$ cat config.mk
export PLATFORM = sky130hd
export DESIGN_NAME = tdm_demux
export DESIGN_NICKNAME = d
export VERILOG_FILES = /design/src/rtl/tdm_demux.sv
export SDC_FILE = /design/constraint.sdc
export NUM_CORES = 1
export LEC_CHECK = 0
export BUFFER_PORTS_ARGS = -buffer_cell sky130_fd_sc_hd__buf_2
export CAP_MARGIN = 10
export CORE_MARGIN = 3
export CORE_UTILIZATION = 50
export DETAILED_ROUTE_END_ITERATION = 8
export PLACE_DENSITY = 0.73
export SKIP_LAST_GASP = 1
export SLEW_MARGIN = 20
export SYNTH_ARGS = -nofsm -noshare
export SYNTH_HDL_FRONTEND = slang
export SYNTH_SLANG_ARGS = --single-unit
$ cat constraint.sdc
create_clock -name clk -period 4.25 [get_ports clk]
set_clock_uncertainty 0.1 [all_clocks]
set_input_delay 0.425 -clock clk [delete_from_list [all_inputs] [get_ports clk]]
set_output_delay 0.425 -clock clk [all_outputs]
set_load 0.005 [all_outputs]
$ cat src/rtl/tdm_demux.sv
// Receive side of the 2-channel TDM serial link: locks to frame sync, deserialises
// channel A and B words MSB-first and hands them out on independent valid/ready ports.
module tdm_demux #(
   parameter int unsigned WIDTH = 8
) (
   input  logic             clk,
   input  logic             rst,
   input  logic             sin,
   input  logic             sync,
   input  logic             clr,
   output logic [WIDTH-1:0] data_a,
   output logic             valid_a,
   input  logic             ready_a,
   output logic [WIDTH-1:0] data_b,
   output logic             valid_b,
   input  logic             ready_b,
   output logic             overrun_a,
   output logic             overrun_b,
   output logic             frame_err,
   output logic             locked
);

   localparam int unsigned CW = $clog2(WIDTH) + 1;

   typedef enum logic [1:0] {StHunt, StChA, StChB} state_e;

   state_e           state_q, state_d;
   logic [CW-1:0]    cnt_q, cnt_d, cnt_inc;
   logic [WIDTH-1:0] sr_q, sr_d, sr_shift;
   logic             done_a_q, done_a_d, done_b_q, done_b_d;
   logic             frame_err_q, frame_err_d;

   logic [WIDTH-1:0] data_a_q, data_a_d, data_b_q, data_b_d;
   logic             valid_a_q, valid_a_d, valid_b_q, valid_b_d;
   logic             ovr_a_q, ovr_a_d, ovr_b_q, ovr_b_d;

   assign cnt_inc  = cnt_q + CW'(1);
   assign sr_shift = {sr_q[WIDTH-2:0], sin};

   // Framing FSM. StChA with cnt_q == 0 is only reached right after a B word,
   // so that state/count pair marks the frame-boundary bit.
   always_comb begin
      state_d     = state_q;
      cnt_d       = cnt_q;
      sr_d        = sr_q;
      done_a_d    = 1'b0;
      done_b_d    = 1'b0;
      frame_err_d = 1'b0;
      unique case (state_q)
         StHunt: begin
            if (sync) begin
               sr_d    = sr_shift;
               cnt_d   = CW'(1);
               state_d = StChA;
            end
         end
         StChA: begin
            if (cnt_q == '0) begin
               if (sync) begin
                  sr_d  = sr_shift;
                  cnt_d = CW'(1);
               end else begin
                  frame_err_d = 1'b1;
                  cnt_d       = '0;
                  state_d     = StHunt;
               end
            end else if (sync) begin
               frame_err_d = 1'b1;
               sr_d        = sr_shift;
               cnt_d       = CW'(1);
            end else begin
               sr_d = sr_shift;
               if (cnt_inc == CW'(WIDTH)) begin
                  cnt_d    = '0;
                  state_d  = StChB;
                  done_a_d = 1'b1;
               end else begin
                  cnt_d = cnt_inc;
               end
            end
         end
         StChB: begin
            sr_d = sr_shift;
            if (sync) begin
               frame_err_d = 1'b1;
               cnt_d       = CW'(1);
               state_d     = StChA;
            end else if (cnt_inc == CW'(WIDTH)) begin
               cnt_d    = '0;
               state_d  = StChA;
               done_b_d = 1'b1;
            end else begin
               cnt_d = cnt_inc;
            end
         end
         default: state_d = StHunt;
      endcase
   end

   // Output stage: sr_q still holds the completed word one edge after done_x is set.
   always_comb begin
      data_a_d  = data_a_q;
      valid_a_d = valid_a_q;
      ovr_a_d   = ovr_a_q & ~clr;
      if (done_a_q) begin
         if (valid_a_q && !ready_a) begin
            ovr_a_d = 1'b1;
         end else begin
            data_a_d  = sr_q;
            valid_a_d = 1'b1;
         end
      end else if (valid_a_q && ready_a) begin
         valid_a_d = 1'b0;
      end

      data_b_d  = data_b_q;
      valid_b_d = valid_b_q;
      ovr_b_d   = ovr_b_q & ~clr;
      if (done_b_q) begin
         if (valid_b_q && !ready_b) begin
            ovr_b_d = 1'b1;
         end else begin
            data_b_d  = sr_q;
            valid_b_d = 1'b1;
         end
      end else if (valid_b_q && ready_b) begin
         valid_b_d = 1'b0;
      end
   end

   always_ff @(posedge clk) begin
      if (rst) begin
         state_q     <= StHunt;
         cnt_q       <= '0;
         sr_q        <= '0;
         done_a_q    <= 1'b0;
         done_b_q    <= 1'b0;
         frame_err_q <= 1'b0;
         data_a_q    <= '0;
         data_b_q    <= '0;
         valid_a_q   <= 1'b0;
         valid_b_q   <= 1'b0;
         ovr_a_q     <= 1'b0;
         ovr_b_q     <= 1'b0;
      end else begin
         state_q     <= state_d;
         cnt_q       <= cnt_d;
         sr_q        <= sr_d;
         done_a_q    <= done_a_d;
         done_b_q    <= done_b_d;
         frame_err_q <= frame_err_d;
         data_a_q    <= data_a_d;
         data_b_q    <= data_b_d;
         valid_a_q   <= valid_a_d;
         valid_b_q   <= valid_b_d;
         ovr_a_q     <= ovr_a_d;
         ovr_b_q     <= ovr_b_d;
      end
   end

   assign data_a    = data_a_q;
   assign valid_a   = valid_a_q;
   assign data_b    = data_b_q;
   assign valid_b   = valid_b_q;
   assign overrun_a = ovr_a_q;
   assign overrun_b = ovr_b_q;
   assign frame_err = frame_err_q;
   assign locked    = (state_q == StChA) || (state_q == StChB);

endmodule

==> run metrics <==
status completed; MaxCap Viol Count 0; clk sinks 37; top cells by count, synth dfxtp_1, nor2_1, mux2i_1; initial core utilization 53.2%; clock tree buffer depth 2; distinct cell type count after synthesis 39; CP cell instances inv_1, ha_1, or3b_4, a21oi_4, nor4b_2, nand3b_1, a31oi_1; drt drc 0; GR Layer Usage met3 6.42%; Synth Flop Type dfxtp_1; maximum vdd ir drop 0.000215 V; CP bufs+invs 1; antenna cells 0; # IOs 29; Critical Path RT 4.42 ns; Setup Crit Path Kind flip-flop to flip-flop; unrepaired setup endpoints after global routing no; top cell type by total area after synthesis dfxtp_1; worst hold stages 2; Routed wire per std cell 12.5 um; CTS tree done; asr flop ratio synth 0%; CTS buffer count 5; CTS hold repair buffers 0; Tightest Pin Transition 0.551 ns; gr ovfl total 0; area of the die 0.00400 mm^2; mean number of vias per cell 5.21; count leader, synth dfxtp_1; clk_lat worst skew 0.35 ns; Static Leakage 0.886 nW; setup TNS 0 ns; layout cell share with drive strength beyond 1 23.1%; postcts setup bufs 0; CP Max Fanout 7; met2 usage 26.7%; initial DRC count 39; CTS resizes 0; Pwr Total 0.000595 W; Reg clk slew, reported paths 0.10 ns; worst r2r src cnt_q[0]; Seq cells post-synth 37; DRT antenna net count 0; initial antenna violation count 0; Post-synth EDFFs 0; Die Y-Extent 63.2 um; first-pass GRT wire length 5.24 mm; die width 63.2 um; area delta synth->final 13.5%; Seq/Total Area, Yosys 45.3%; Final Hold Viols 0; hold path startpoint sin; area of the multi-input gates 833 um^2; Tmin final 2.01 ns; row cnt 20; reg2reg setup slack 2.24 ns; final wirelength 2.98 mm; FILL cells 278; via count 1,246; Root Buffer clkbuf_4; port bufs 28; Max Slew Vio Count 0; Hold Slack 0.204 ns; HP Class input pin to flip-flop; FMAX 0.497 GHz; syn_nets 180; yosys warns 0; core area 0.00308 mm^2; Syn Std Cell Area 0.00164 mm^2; Final Net Count 208; Worst Setup End Kind flip-flop; Syn Inst Count 166; Hold EP sr_q[0]; M1 GR Usage 19.7%; crit path DAT 2.18 ns; GR peak layer met2; Total Routing Usage GR 16.6%; cells on worst reg2reg path 7; Detailed Routing Iterations Pass 1 6; Slew HR 63.3%; Final GP Congestion 0.857; CP startpoint kind flip-flop; Crit-path slowest cell dfxtp_1; Pwr per Cell Area 320 mW/mm^2; average size of a mapped cell 9.86 um^2; top post-synthesis cells by area dfxtp_1, mux2i_1, nor2_1; Post-DP HPWL 2.19 mm; CP peak stage delay 0.46 ns; htree depth 2; crit-path leading delay family simple AND/OR/NAND/NOR gates; Sequential Area 741 um^2; vias in the first global route 1,199; largest net degree at the start of global routing 31; share of the synthesized area in the top cell type 45.3%; setup violators final 0; RR Endpoint cnt_q[2]; part of the cycle the worst path needs 47.4%
## power breakdown
| group | total [W] | switching (W) | internal (W) |
|---|---|---|---|
| registers | 0.000355 | 0.00000507 | 0.000350 |
| clock network | 0.000194 | 0.000113 | 0.0000806 |
| logic | 0.0000461 | 0.0000273 | 0.0000188 |
| total | 0.000595 | 0.000145 | 0.000449 |
## worst reg2reg max path, delay by kind of cell, from the launching register on
| family | cells | cell delay [ns] |
|---|---|---|
| buffers and inverters | 1 | 0.11 |
| AO/OA/AOI/OAI | 2 | 0.24 |
| adder cells (fa/ha/maj) | 1 | 0.22 |
| AND/OR/NAND/NOR | 3 | 0.82 |
| flip-flops | 1 | 0.46 |
## cell families after synthesis
| family | synth area share (%) |
|---|---|
| fa+ha+maj | 5.35 |
| xor+xnor | 0.535 |
| mux | 10.4 |
| buf+inv | 3.82 |
| simple gates | 18.9 |
| compound gates | 15.7 |
| flops | 45.3 |
## layer usage
metal / vias to the layer above / part of all wire, %
met3: 8 / 4.5
met5: - / 0
met4: 0 / 2.3
li1: 640 / -
met1: 569 / 45
met2: 29 / 48
## flip-flops by register name (all words and copies together), names as in the netlist
| register | cells |
|---|---|
| overrun_b | 1 |
| data_b | 8 |
| overrun_a | 1 |
| done_a_q | 1 |
| frame_err | 1 |
| done_b_q | 1 |
| valid_b | 1 |
| state_q | 2 |
| valid_a | 1 |
| data_a | 8 |
| cnt_q | 4 |
| sr_q | 8 |
## worst max path at each step
| stage | start | to | slack, ns | cells past startpoint |
|---|---|---|---|---|
| 3_3_place_gp | state_q[0] | sr_q[2] | 2.36 | 6 |
| 5_1_grt | cnt_q[0] | cnt_q[2] | 2.06 | 7 |
| 4_1_cts | cnt_q[0] | state_q[1] | 2.26 | 5 |
| 6_report | cnt_q[0] | cnt_q[2] | 2.24 | 7 |
| 3_5_place_dp | cnt_q[0] | cnt_q[2] | 2.30 | 7 |
| 2_1_floorplan | cnt_q[0] | sr_q[7] | 2.47 | 7 |
## layout make-up
cell class | count | share of cell area (%)
timing repair buffer | 28 | 7.55
inverter | 6 | 1.21
sequential | 37 | 39.9
multi-input combinational | 116 | 44.9
clock inverter | 2 | 0.741
tap | 44 | 2.96
clock buffer | 6 | 2.76
## cells in the final DEF, fill, tap and decap left out, types with 2 or more instances in the layout
master / n
ha_1: 7
o211ai_1: 2
inv_1: 6
a31oi_1: 3
o21ai_0: 2
a211oi_1: 3
nor2_1: 32
nand2b_1: 2
mux2i_1: 17
a22o_1: 9
buf_2: 28
nand2_1: 6
nor2b_1: 6
a22oi_1: 2
clkbuf_4: 5
nand3b_1: 2
dfxtp_1: 37
a21oi_1: 5
## stage by stage
step                      area [um^2]  utilization, %  worst slack, ns  std cells
final                            1860            60.3             2.24        239
after floorplan                  1640               -             2.47        166
after global placement           1790            58.2             2.36        231
after global routing             1860            60.3             2.06        239
after detailed placement         1790            58.2             2.30        231
after CTS                        1860            60.3             2.26        239
Power figures use the tool's default switching activity.
